==> src/rtl/hs_arb_pkg.sv <==
// hs_arb_pkg
// Shared definitions for the hiscore RAM arbiter:
//   - default values for every hs_ram_arbiter parameter
//   - the arbiter state encoding
//   - cnt_width(): width of the single shared SETTLE/DATA/HOLD/watchdog counter,
//     derived as $clog2 of the largest count it must hold.
package hs_arb_pkg;

  localparam int DEF_AW       = 12;
  localparam int DEF_DW       = 8;
  localparam int DEF_SETTLE   = 4;
  localparam int DEF_RD_LAT   = 1;
  localparam int DEF_HOLD_CYC = 16;
  localparam int DEF_WDOG     = 1024;

  // The ST_ prefix keeps the SETTLE state clear of the SETTLE parameter
  typedef enum logic [2:0] {
    ST_IDLE,
    ST_HALT_WAIT,
    ST_SETTLE,
    ST_ACCESS,
    ST_DATA,
    ST_HOLD
  } arb_state_t;

  // Every count loaded is at most (limit - 1), so $clog2(limit) bits suffice.
  // The floor of 2 keeps the counter at least one bit wide.
  function automatic int cnt_width(input int a, input int b, input int c, input int d);
    int m;
    m = a;
    if (b > m) m = b;
    if (c > m) m = c;
    if (d > m) m = d;
    if (m < 2) m = 2;
    return $clog2(m);
  endfunction

  localparam int DEF_CW = cnt_width(DEF_SETTLE, DEF_RD_LAT, DEF_HOLD_CYC, DEF_WDOG);

endpackage

==> src/rtl/hs_ram_arbiter.sv <==
// hs_ram_arbiter
// Shares the work-RAM port between the CPU and the hiscore save/restore engine.
// A request pauses the CPU, waits for it to halt, lets the bus settle, performs
// one RAM access for the engine and returns the result. The CPU stays paused
// for a while afterwards so bursts skip the halt/settle overhead.
//
// Optional feature: define HS_ARB_WATCHDOG_EN to add a halt-wait timeout that
// raises the sticky wdog_err output and completes the request with data 0.
//
// Ports:
//   clk_49m, reset          clock, synchronous active-high reset
//   cpu_addr/dout/cs/we     CPU side of the RAM mux
//   cpu_halted              CPU has stopped at an instruction boundary
//   pause_cpu               pause request to the CPU
//   ram_addr/din/we         muxed RAM port, ram_dout is the RAM read data
//   hs_req/we/addr/din      one-cycle request strobe with its payload
//   hs_ack, hs_dout         one-cycle completion strobe, held read result
//   busy                    arbiter not idle
//   wdog_err                sticky halt timeout (HS_ARB_WATCHDOG_EN only)
module hs_ram_arbiter
  import hs_arb_pkg::*;
#(
  parameter int AW       = DEF_AW,
  parameter int DW       = DEF_DW,
  parameter int SETTLE   = DEF_SETTLE,
  parameter int RD_LAT   = DEF_RD_LAT,
  parameter int HOLD_CYC = DEF_HOLD_CYC,
  parameter int WDOG     = DEF_WDOG
) (
  input  logic          clk_49m,
  input  logic          reset,
  input  logic [AW-1:0] cpu_addr,
  input  logic [DW-1:0] cpu_dout,
  input  logic          cpu_cs,
  input  logic          cpu_we,
  input  logic          cpu_halted,
  output logic          pause_cpu,
  output logic [AW-1:0] ram_addr,
  output logic [DW-1:0] ram_din,
  output logic          ram_we,
  input  logic [DW-1:0] ram_dout,
  input  logic          hs_req,
  input  logic          hs_we,
  input  logic [AW-1:0] hs_addr,
  input  logic [DW-1:0] hs_din,
  output logic          hs_ack,
  output logic [DW-1:0] hs_dout,
  output logic          busy
`ifdef HS_ARB_WATCHDOG_EN
  ,
  output logic          wdog_err
`endif
);

  localparam int CW = cnt_width(SETTLE, RD_LAT, HOLD_CYC, WDOG);

  arb_state_t    state;
  arb_state_t    state_nxt;
  logic [CW-1:0] cnt;
  logic [CW-1:0] cnt_nxt;
  logic          capture;
  logic          wdog_fire;
  logic          grant;
  logic          req_accept;
  logic [AW-1:0] req_addr;
  logic [DW-1:0] req_din;
  logic          req_we;

  // A new request is only taken when no access is in flight
  assign req_accept = hs_req && ((state == ST_IDLE) || (state == ST_HOLD));

  assign pause_cpu = (state != ST_IDLE);
  assign busy      = (state != ST_IDLE);
  assign grant     = (state == ST_ACCESS) || (state == ST_DATA);

  // RAM port mux: the engine owns the bus only in ACCESS and DATA, and only
  // the ACCESS cycle may write.
  always_comb begin
    ram_addr = cpu_addr;
    ram_din  = cpu_dout;
    ram_we   = cpu_cs & cpu_we;
    if (grant) begin
      ram_addr = req_addr;
      ram_din  = req_din;
      ram_we   = (state == ST_ACCESS) && req_we;
    end
  end

  // Next-state logic. One counter is reused: settle delay, read latency,
  // HOLD timeout and (optionally) the halt-wait watchdog counting upwards.
  // A cpu_halted drop after HALT_WAIT is deliberately not looked at.
  always_comb begin
    state_nxt = state;
    cnt_nxt   = cnt;
    capture   = 1'b0;
    wdog_fire = 1'b0;
    case (state)
      ST_IDLE: begin
        if (hs_req) begin
          state_nxt = ST_HALT_WAIT;
          cnt_nxt   = '0;
        end
      end
      ST_HALT_WAIT: begin
        if (cpu_halted) begin
          state_nxt = ST_SETTLE;
          cnt_nxt   = CW'(SETTLE - 1);
        end
`ifdef HS_ARB_WATCHDOG_EN
        else if (cnt == CW'(WDOG - 1)) begin
          state_nxt = ST_IDLE;
          wdog_fire = 1'b1;
        end else begin
          cnt_nxt = cnt + 1'b1;
        end
`endif
      end
      ST_SETTLE: begin
        if (cnt == '0) begin
          state_nxt = ST_ACCESS;
        end else begin
          cnt_nxt = cnt - 1'b1;
        end
      end
      ST_ACCESS: begin
        state_nxt = ST_DATA;
        cnt_nxt   = CW'(RD_LAT - 1);
      end
      ST_DATA: begin
        if (cnt == '0) begin
          state_nxt = ST_HOLD;
          cnt_nxt   = CW'(HOLD_CYC - 1);
          capture   = 1'b1;
        end else begin
          cnt_nxt = cnt - 1'b1;
        end
      end
      ST_HOLD: begin
        // A request always beats expiry. The ack cycle is not an idle cycle,
        // so the HOLD timeout only starts counting once hs_ack has dropped.
        if (hs_req) begin
          state_nxt = ST_ACCESS;
        end else if (!hs_ack) begin
          if (cnt == '0) begin
            state_nxt = ST_IDLE;
          end else begin
            cnt_nxt = cnt - 1'b1;
          end
        end
      end
      default: begin
        state_nxt = ST_IDLE;
      end
    endcase
  end

  // State, counter, request latch and result registers
  always_ff @(posedge clk_49m) begin
    if (reset) begin
      state    <= ST_IDLE;
      cnt      <= '0;
      hs_ack   <= 1'b0;
      hs_dout  <= '0;
      req_addr <= '0;
      req_din  <= '0;
      req_we   <= 1'b0;
    end else begin
      state  <= state_nxt;
      cnt    <= cnt_nxt;
      hs_ack <= capture | wdog_fire;
      if (capture) begin
        hs_dout <= ram_dout;
      end else if (wdog_fire) begin
        hs_dout <= '0;
      end
      if (req_accept) begin
        req_addr <= hs_addr;
        req_din  <= hs_din;
        req_we   <= hs_we;
      end
    end
  end

`ifdef HS_ARB_WATCHDOG_EN
  // Sticky timeout flag, cleared only by reset
  always_ff @(posedge clk_49m) begin
    if (reset) begin
      wdog_err <= 1'b0;
    end else if (wdog_fire) begin
      wdog_err <= 1'b1;
    end
  end
`endif

endmodule

==> config.mk <==
export PLATFORM = sky130hd
export DESIGN_NAME = hs_ram_arbiter
export DESIGN_NICKNAME = d
export VERILOG_FILES = /design/src/rtl/hs_arb_pkg.sv /design/src/rtl/hs_ram_arbiter.sv
export SDC_FILE = /design/constraint.sdc
export NUM_CORES = 1
export LEC_CHECK = 0
export BUFFER_PORTS_ARGS = -buffer_cell sky130_fd_sc_hd__buf_2
export CAP_MARGIN = 20
export CORE_MARGIN = 2
export CORE_UTILIZATION = 49
export CTS_CLUSTER_DIAMETER = 200
export DETAILED_ROUTE_END_ITERATION = 12
export PLACE_DENSITY_LB_ADDON = 0.05
export SLEW_MARGIN = 40
export SYNTH_ARGS = -nofsm -noshare
export SYNTH_HDL_FRONTEND = slang
export SYNTH_SLANG_ARGS = --single-unit
==> constraint.sdc <==
create_clock -name clk_49m -period 2.2 [get_ports clk_49m]
set_input_delay 0.44 -clock clk_49m [delete_from_list [all_inputs] [get_ports clk_49m]]
set_output_delay 0.44 -clock clk_49m [all_outputs]
set_load 0.05 [all_outputs]
==> qor.json, run 1 <==
{
  "die-width_um": 71.7,
  "data_required_time_at_the_worst_endpoint_ns": 1.76,
  "routed_wl_um": 5520,
  "outcome": "finished, violations left",
  "mostFrequentLayoutCell": "sky130_fd_sc_hd__buf_2",
  "synth_top_area_cell": "sky130_fd_sc_hd__dfxtp_1",
  "diodes": 0,
  "groute.usage.overall_pct": 22.0,
  "worstMarginPinSlew_ns": 0.420,
  "post-route-drc-count": 0,
  "share_of_post_route_cells_with_drive_strength_above_1_pct": 42.7,
  "grtUsageMet3_pct": 5.77,
  "num_vias": 2154,
  "wl_per_cell_um": 13.9,
  "globalRoute.totalOverflow": 0,
  "via_per_inst": 5.44,
  "final_min_period_over_clock_period_pct": 102,
  "critPathMaxFanout": 11,
  "grt_antenna_before_repair": 0,
  "syn2layout_area_growth_pct": 38.1,
  "yosys_register_bits": 43,
  "row_count": 24,
  "cts_inserted_buffers": 5,
  "timing.clock.skew_ns": 0.00529,
  "postCtsHoldBufs": 0,
  "ios": 87,
  "cts-root-to-sink-buffers": 2,
  "power_density_mw_per_mm2": 1480,
  "coreArea_mm2": 0.00438,
  "synth_top_flop_cell": "sky130_fd_sc_hd__dfxtp_1",
  "cts.sinks": 43,
  "drtPass1Iterations": 4,
  "avgSynthCellArea_um2": 9.02,
  "slew_headroom_pct": 71.7,
  "grt.met2_usage_pct": 35.3,
  "vias_in_the_first_global_route": 2045,
  "h-tree-depth": 2,
  "layout_common_cells": "65 x sky130_fd_sc_hd__buf_2, 40 x sky130_fd_sc_hd__dfxtp_1, 38 x sky130_fd_sc_hd__nor2_1",
  "tritoncts": "yes",
  "r2r_slack_ns": 0.23,
  "critical_path_arrival_ns": 1.79,
  "syn-num-nets": 306,
  "post_synth_num_cell_types": 48,
  "netlist_area_before_placement_mm2": 0.00225,
  "setup.worst_path.class": "reg2out",
  "ctsRootBufferMaster": "sky130_fd_sc_hd__clkbuf_8",
  "final_setup_viols": 11,
  "clkTransAtPathRegs_ns": 0.08,
  "grt_max_degree": 27,
  "gr-max-usage-layer": "met2",
  "final_antenna_violating_net_count": 0,
  "io_buffers": 86,
  "final_design_area_no_fill_mm2": 0.00310,
  "cp-start-kind": "flop",
  "final_hold_viol_count": 0,
  "critical_path.endpoint_type": "output port",
  "async_reset_ff_share_pct": 0,
  "clock_insertion_delay_worst_skew_ns": 0.30,
  "yosysTopAreaCellShare_pct": 38.3,
  "iter_0_drt_violations": 152,
  "dieArea_mm2": 0.00514,
  "place_congestion": 0.851,
  "synth_warnings": 0,
  "hpwl_dp_um": 3790,
  "grtUsageMet1_pct": 29.4,
  "grt_setup_unrepaired": "true",
  "synth_top_cells_by_area": "sky130_fd_sc_hd__dfxtp_1 38%, sky130_fd_sc_hd__mux2i_1 13%, sky130_fd_sc_hd__mux2_2 10%, sky130_fd_sc_hd__nor2_1 6.3%, sky130_fd_sc_hd__a21oi_1 3.3%",
  "number_of_enable_type_register_cells_in_the_synthesized_netlist": 0,
  "report.final.slew_viol_count": 0,
  "initial_utilization_pct": 51.3,
  "finish.net_count": 400,
  "max_cap_violations": 0,
  "fillers": 333,
  "synthCells": 249,
  "synth.yosys.seq_area_share_pct": 38.3,
  "maxClockFrequency_ghz": 0.447,
  "power_leakage_nw": 1.47,
  "final.setup.worst_slack_ns": -0.0349,
  "grt_first_pass_wirelength_um": 9090,
  "die_h_um": 71.7,
  "design_power_total_mw": 4.59,
  "worst_hold_path_type": "in2reg",
  "period_needed_ns": 2.23,
  "failing_checks": "negative setup slack",
  "placed_area_mm2": 0.00282,
  "worst_ir_drop_on_vdd_v": 0.000640
}
power breakdown:
group / internal (mW) / switching [mW]
combinational: 1.20 / 1.70
sequential: 0.987 / 0.134
clock: 0.286 / 0.279
path summary, 6_finish.rpt:
check / startpoint / endpoint / depth (start not counted)
max reg2reg: state[1] / cnt[5] / 6
min reg2reg: cnt[6] / cnt[6] / 2
max: state[1] / ram_din[0] / 5
min: ram_dout[3] / hs_dout[3] / 3
per-stage QoR:
step                utilization, %  hold WS [ns]  setup slack (ns)  TNS [ns]  instances
global placement              64.3         0.445             0.177         0        387
detailed placement            64.3         0.449             0.142         0        387
CTS                           70.9         0.369            -0.121     -2.32        398
floorplan                        -         0.432           0.00430         0        249
global route                  70.8         0.376           -0.0897     -1.54        396
finish                        70.8         0.371           -0.0349    -0.105        396
logic make-up (layout without fill, tap and decap cells):
family | count (synthesis) | after routing | synth area share (%)
buf+inv | 23 | 118 | 4.40
compound gates | 47 | 47 | 14.4
mux | 49 | 49 | 22.9
fa+ha+maj | 2 | 2 | 1.11
xor+xnor | 1 | 1 | 0.390
simple gates | 84 | 84 | 18.5
flops | 43 | 43 | 38.3
final cells by class:
| type | instances | area, um^2 | share of cell area [%] |
|---|---|---|---|
| Clock buffer | 7 | 96.3 | 3.10 |
| Tap cell | 52 | 65.1 | 2.10 |
| Timing Repair Buffer | 103 | 712 | 22.9 |
| Clock inverter | 1 | 7.51 | 0.242 |
| Inverter | 7 | 26.3 | 0.847 |
| Sequential cell | 43 | 865 | 27.9 |
| Multi-Input combinational cell | 183 | 1330 | 42.9 |
registers in the layout, indices dropped and copies added (netlist names):
register	cells
state	3
req_we	1
req_addr	12
hs_dout	8
req_din	8
cnt	10
hs_ack	1
per-layer routing:
metal  share of wire, %  up-vias
met4               0.96        0
met2                 47       70
met1                 46      995
met5                  0        -
met3                6.5        6
li1                   -     1083
synth_stat cells, types with 3 or more instances:
library cell and instances:
sky130_fd_sc_hd__nand2_1 8, sky130_fd_sc_hd__clkbuf_1 8, sky130_fd_sc_hd__o22ai_1 3, sky130_fd_sc_hd__and3_1 3, sky130_fd_sc_hd__nor2_1 38, sky130_fd_sc_hd__nand3_1 3, sky130_fd_sc_hd__nor3_1 10, sky130_fd_sc_hd__a211oi_1 3
sky130_fd_sc_hd__inv_1 7, sky130_fd_sc_hd__nand2b_1 4, sky130_fd_sc_hd__o21ai_0 8, sky130_fd_sc_hd__a21oi_1 15, sky130_fd_sc_hd__mux2_2 20, sky130_fd_sc_hd__mux2i_1 29, sky130_fd_sc_hd__nand4_1 3, sky130_fd_sc_hd__buf_2 7
sky130_fd_sc_hd__dfxtp_1 43
worst max-delay path, stage by stage (launching register included):
cell and delay [ns]:
sky130_fd_sc_hd__dfxtp_2 0.33, sky130_fd_sc_hd__or3b_4 0.39, sky130_fd_sc_hd__a21boi_4 0.16, sky130_fd_sc_hd__buf_8 0.16, sky130_fd_sc_hd__mux2_4 0.31, sky130_fd_sc_hd__buf_8 0.15
what timing repair did:
item                       4_1_cts  5_1_grt
buffers inserted                 2        0
setup endpoints to repair       20       21
gates cloned                     1        0
resized for setup               46       13
pin swaps                        1        1
Power figures use the tool's default switching activity.
==> inputs of run 2 (changes only) <==
--- a/config.mk
+++ b/config.mk
@@ -11,6 +11,7 @@
 export CORE_UTILIZATION = 49
 export CTS_CLUSTER_DIAMETER = 200
 export DETAILED_ROUTE_END_ITERATION = 12
+export GPL_ROUTABILITY_DRIVEN = 0
 export PLACE_DENSITY_LB_ADDON = 0.05
 export SLEW_MARGIN = 40
 export SYNTH_ARGS = -nofsm -noshare
==> constraint.sdc (replaced) <==
create_clock -name clk_49m -period 2.28 [get_ports clk_49m]
set_input_delay 0.456 -clock clk_49m [delete_from_list [all_inputs] [get_ports clk_49m]]
set_output_delay 0.456 -clock clk_49m [all_outputs]
set_load 0.05 [all_outputs]
==> run 2 against run 1 <==
  * The flow still finishes with violations (negative setup slack)
  * Combinational power is 7% lower
  * Wire length is 4.6% lower
  * Clock skew is 0.0014 ns higher
  * Critical path type unchanged
  * Largest cell class unchanged
  * Largest power group unchanged
==> qor.json, run 2 (same netlist as run 1, synthesis figures left out) <==
{
  "outcome": "finished, violations left",
  "failing_checks": "negative setup slack",
  "clock_insertion_delay_worst_skew_ns": 0.30,
  "final.setup.worst_slack_ns": -0.0533,
  "grt_max_degree": 33,
  "final_antenna_violating_net_count": 0,
  "postCtsHoldBufs": 0,
  "timing.clock.skew_ns": 0.00666,
  "die_h_um": 71.7,
  "register_with_the_most_flip_flops": "req_addr",
  "final_hold_viol_count": 0,
  "mostFrequentLayoutCell": "sky130_fd_sc_hd__buf_2",
  "row_count": 24,
  "cts.sinks": 43,
  "drtPass1Iterations": 4,
  "worst_ir_drop_on_vdd_v": 0.000765,
  "largest_registers": "req_addr x12, cnt x10",
  "die-width_um": 71.7,
  "multi_input_area_mm2": 0.00131,
  "ios": 87,
  "post-route-drc-count": 0,
  "setup.worst_path.class": "reg2out",
  "cts_inserted_buffers": 5,
  "largest_register_ff_count": 12,
  "grt_setup_unrepaired": "true",
  "diodes": 0,
  "period_needed_ns": 2.33,
  "initial_utilization_pct": 51.3,
  "power_density_mw_per_mm2": 1460,
  "groute.usage.overall_pct": 21.7,
  "iter_0_drt_violations": 113,
  "critical_path.endpoint_type": "output port",
  "grt_antenna_before_repair": 0,
  "num_vias": 2116,
  "cts-root-to-sink-buffers": 2,
  "tritoncts": "yes",
  "max_cap_violations": 0,
  "ctsRootBufferMaster": "sky130_fd_sc_hd__clkbuf_8",
  "data_required_time_at_the_worst_endpoint_ns": 1.82,
  "routed_wl_um": 5270,
  "vias_in_the_first_global_route": 1994,
  "grt_first_pass_wirelength_um": 8980,
  "clkTransAtPathRegs_ns": 0.09,
  "worst_hold_path_type": "in2reg",
  "coreArea_mm2": 0.00438,
  "maxClockFrequency_ghz": 0.429,
  "setup_total_negative_slack_ns": -0.759,
  "pre_cts_setup_slack_ns": 0.234,
  "cp-start-kind": "flop",
  "worstMarginPinSlew_ns": 0.456,
  "power_leakage_nw": 1.44,
  "finish.net_count": 396,
  "final_min_period_over_clock_period_pct": 102,
  "fillers": 366,
  "critPathMaxFanout": 21,
  "h-tree-depth": 2,
  "wl_per_cell_um": 13.4,
  "report.final.slew_viol_count": 0,
  "hpwl_dp_um": 3760,
  "dieArea_mm2": 0.00514,
  "final_design_area_no_fill_mm2": 0.00307,
  "via_per_inst": 5.40,
  "final_setup_viols": 20,
  "seqCellArea_um2": 862,
  "share_of_post_route_cells_with_drive_strength_above_1_pct": 41.2,
  "placed_area_mm2": 0.00280,
  "globalRoute.totalOverflow": 0,
  "slew_headroom_pct": 69.3,
  "layout_common_cells": "66 x sky130_fd_sc_hd__buf_2, 42 x sky130_fd_sc_hd__dfxtp_1, 38 x sky130_fd_sc_hd__nor2_1",
  "io_buffers": 86,
  "critical_path_arrival_ns": 1.88,
  "syn2layout_area_growth_pct": 36.4
}
## run 2: power by group
group          internal (mW)  switching (mW)  leakage [nW]
logic                   1.10            1.61          1.03
registers              0.949           0.124         0.352
clock network          0.438           0.260        0.0654
total                   2.49            1.99          1.44
## run 2: through the flow
stage / instances / util, % / power [mW] / hold WS, ns
finish: 392 / 69.9 / 4.48 / 0.381
global route: 392 / 69.9 / 4.78 / 0.391
CTS: 392 / 69.6 / 4.47 / 0.375
detailed placement: 384 / 63.8 / 3.62 / 0.455
global placement: 384 / 63.8 / 3.60 / 0.445
floorplan: 249 / - / 3.02 / 0.432
## run 2: worst max-delay path, stage by stage (launching register included)
cell,delay [ns]
sky130_fd_sc_hd__dfxtp_2,0.33
sky130_fd_sc_hd__or3b_2,0.44
sky130_fd_sc_hd__a21boi_2,0.18
sky130_fd_sc_hd__buf_12,0.17
sky130_fd_sc_hd__mux2_2,0.29
sky130_fd_sc_hd__buf_6,0.16
## run 2: timing repair
item                       4_1_cts  5_1_grt
gates resized for setup         40        3
setup endpoints to repair       20       21
gates cloned                     0        0
setup buffers                    0        0
## run 2: final timing paths
path	from	to	slack (ns)	cells past startpoint
max	state[2]	ram_addr[9]	-0.05	5
min	ram_dout[7]	hs_dout[7]	0.38	3
max reg2reg	cnt[0]	cnt[1]	0.26	7
min reg2reg	cnt[6]	cnt[6]	0.46	2
## run 2: layer usage
metal	GRT usage (%)	vias up	part of all wire, %
met4	7.76	0	1.5
met5	0	-	0
met2	34.2	67	47
met3	5.63	7	5.3
met1	29.0	970	46
li1	-	1072	-
## run 2: final cells by class
class	instances	share of cell area (%)
Clock buffer	6	2.37
Clock inverter	2	1.96
Inverter	7	0.857
Multi-Input combinational cell	183	42.7
Sequential cell	43	28.1
Tap cell	52	2.12
Timing Repair Buffer	99	21.8
==> inputs of run 3 (changes only) <==
--- a/config.mk
+++ b/config.mk
@@ -7,12 +7,14 @@
 export LEC_CHECK = 0
 export BUFFER_PORTS_ARGS = -buffer_cell sky130_fd_sc_hd__buf_2
 export CAP_MARGIN = 20
+export CORE_ASPECT_RATIO = 0.5
 export CORE_MARGIN = 2
 export CORE_UTILIZATION = 49
 export CTS_CLUSTER_DIAMETER = 200
 export DETAILED_ROUTE_END_ITERATION = 12
 export GPL_ROUTABILITY_DRIVEN = 0
 export PLACE_DENSITY_LB_ADDON = 0.05
+export REMOVE_ABC_BUFFERS = 1
 export SLEW_MARGIN = 40
 export SYNTH_ARGS = -nofsm -noshare
 export SYNTH_HDL_FRONTEND = slang
==> run 3 against run 2 <==
  * The run still ends with negative setup slack left
  * Clock skew decreased by 0.0018 ns
  * Clock power decreased by 25%
  * Critical path depth increased by 1
  * Total power decreased by 0.31%
  * Via count increased by 1.2%
  * Final area increased by 2.6%
  * Global-route usage decreased by 0.61 points
  * Wire length increased by 9.4%
  * Register-to-register slack about the same
  * Final cell count increased by 2.0%
  * Critical endpoint is now ram_addr[11]
==> qor.json, run 3 (same netlist as run 1, synthesis figures left out) <==
{
  "die-width_um": 99.8,
  "h-tree-depth": 2,
  "ios": 87,
  "fillers": 337,
  "failing_checks": "negative setup slack",
  "drtPass1Iterations": 4,
  "coreArea_mm2": 0.00440,
  "final_setup_viols": 15,
  "maxClockFrequency_ghz": 0.436,
  "initial_utilization_pct": 51.0,
  "max_cap_violations": 0,
  "ctsRootBufferMaster": "sky130_fd_sc_hd__clkbuf_8",
  "grt_setup_unrepaired": "true",
  "grt_max_degree": 34,
  "row_count": 17,
  "cts_inserted_buffers": 5,
  "power_density_mw_per_mm2": 1420,
  "worst_hold_slack_ns": 0.387,
  "final_design_area_no_fill_mm2": 0.00314,
  "worst_ir_drop_on_vdd_v": 0.000756,
  "num_vias": 2142,
  "tritoncts": "yes",
  "outcome": "finished, violations left",
  "clock_insertion_delay_worst_skew_ns": 0.30,
  "worst_reg_to_reg_path_cell_count": 7,
  "largest_registers": "req_addr x12, cnt x10",
  "cts-root-to-sink-buffers": 2,
  "rr_endpoint": "cnt[1]",
  "dieArea_mm2": 0.00518,
  "routed_wl_um": 5760,
  "final.setup.worst_slack_ns": -0.0131,
  "final_antenna_violating_net_count": 0,
  "r2r-start": "cnt[0]",
  "cell_count_of_the_worst_hold_path": 3,
  "io_buffers": 86,
  "data_required_time_at_the_worst_endpoint_ns": 1.82,
  "finish.net_count": 399,
  "worst_hold_path_type": "in2reg",
  "setup_total_negative_slack_ns": -0.0847,
  "critPathMaxFanout": 16,
  "worst_setup_endpoint": "ram_addr[11]",
  "post_layout_nonfiller_instances": 400,
  "final_hold_viol_count": 0,
  "timing.clock.skew_ns": 0.00482,
  "grt_first_pass_wirelength_um": 8770,
  "register_with_the_most_flip_flops": "req_addr",
  "iter_0_drt_violations": 37,
  "slew_headroom_pct": 72.4,
  "largest_register_ff_count": 12,
  "r2r_slack_ns": 0.25,
  "worstMarginPinSlew_ns": 0.414,
  "postCtsHoldBufs": 0,
  "via_per_inst": 5.36,
  "critical_path.endpoint_type": "output port",
  "report.final.slew_viol_count": 0,
  "diodes": 0,
  "layout_common_cells": "66 x sky130_fd_sc_hd__buf_2, 40 x sky130_fd_sc_hd__dfxtp_1, 38 x sky130_fd_sc_hd__nor2_1",
  "grt_antenna_before_repair": 0,
  "groute.usage.overall_pct": 21.1,
  "setup.worst_path.class": "reg2out",
  "die_h_um": 51.9,
  "cp-start-kind": "flop",
  "final_min_period_over_clock_period_pct": 101,
  "cts.sinks": 43,
  "post-route-drc-count": 0,
  "critical_path_arrival_ns": 1.84,
  "placed_area_mm2": 0.00280,
  "worst_setup_path_startpoint": "state[1]",
  "syn2layout_area_growth_pct": 39.9,
  "period_needed_ns": 2.29,
  "globalRoute.totalOverflow": 0,
  "mostFrequentLayoutCell": "sky130_fd_sc_hd__buf_2",
  "wl_per_cell_um": 14.4,
  "design_power_total_mw": 4.46,
  "multi_input_area_mm2": 0.00134,
  "clkTransAtPathRegs_ns": 0.09,
  "numPlacedInstances": 389,
  "seqCellArea_um2": 865,
  "power_leakage_nw": 1.50,
  "hpwl_dp_um": 3840,
  "vias_in_the_first_global_route": 1970,
  "share_of_post_route_cells_with_drive_strength_above_1_pct": 42.6
}
==> run 3: changes by cell type in the layout (fill, tap and decap cells not counted), moves of 2 or more <==
cell and change:
sky130_fd_sc_hd__dfxtp_1 -2, sky130_fd_sc_hd__dfxtp_2 +2, sky130_fd_sc_hd__buf_6 -4, sky130_fd_sc_hd__mux2_4 +6, sky130_fd_sc_hd__mux2_2 -6, sky130_fd_sc_hd__bufinv_16 -2, sky130_fd_sc_hd__buf_8 +6
==> run 3: power by group <==
| group | switching [mW] | internal, mW | leakage (nW) |
|---|---|---|---|
| sequential | 0.132 | 0.952 | 0.353 |
| clock | 0.277 | 0.248 | 0.0474 |
| combinational | 1.66 | 1.19 | 1.10 |
==> run 3: timing repair <==
action	CTS	global route
setup buffers	0	3
pin swaps	0	1
setup endpoints to repair	20	21
gates resized for setup	42	21
cloned	0	2
==> run 3: worst min path at each step <==
stage	startpoint	endpoint
6_report	ram_dout[1]	hs_dout[1]
5_1_grt	ram_dout[3]	hs_dout[3]
4_1_cts	ram_dout[0]	hs_dout[0]
3_5_place_dp	cnt[6]	cnt[6]
3_3_place_gp	cnt[9]	cnt[9]
2_1_floorplan	cnt[6]	cnt[6]
==> run 3: through the flow <==
step / util [%] / worst slack, ns
after floorplan: - / -1.13
after global placement: 63.5 / 0.205
after detailed placement: 63.5 / 0.178
after CTS: 68.7 / -0.0529
after global routing: 71.4 / -0.0594
final: 71.4 / -0.0131
==> run 3: layer usage <==
metal,GRT usage [%],part of all wire (%),wire [um],vias to the layer above
met5,0,0,0,-
met2,37.3,50,2860,49
met3,6.05,4.9,281,4
met1,25.8,45,2580,1017
met4,5.48,0.76,44,0
li1,-,-,-,1072
==> run 3: critical path, stage by stage, from the launching register on <==
cell and delay [ns]:
sky130_fd_sc_hd__dfxtp_2 0.34, sky130_fd_sc_hd__buf_6 0.14, sky130_fd_sc_hd__nor2b_4 0.14, sky130_fd_sc_hd__a21boi_4 0.23
sky130_fd_sc_hd__buf_12 0.18, sky130_fd_sc_hd__mux2_2 0.35, sky130_fd_sc_hd__buf_6 0.16
==> run 3: final cells by class <==
class                           instances  share of cell area [%]
Multi-Input combinational cell        183                    42.7
Clock buffer                            6                    2.63
Inverter                                7                   0.836
Clock inverter                          2                   0.517
Sequential cell                        43                    27.5
Timing Repair Buffer                  102                    23.5
Tap cell                               57                    2.27
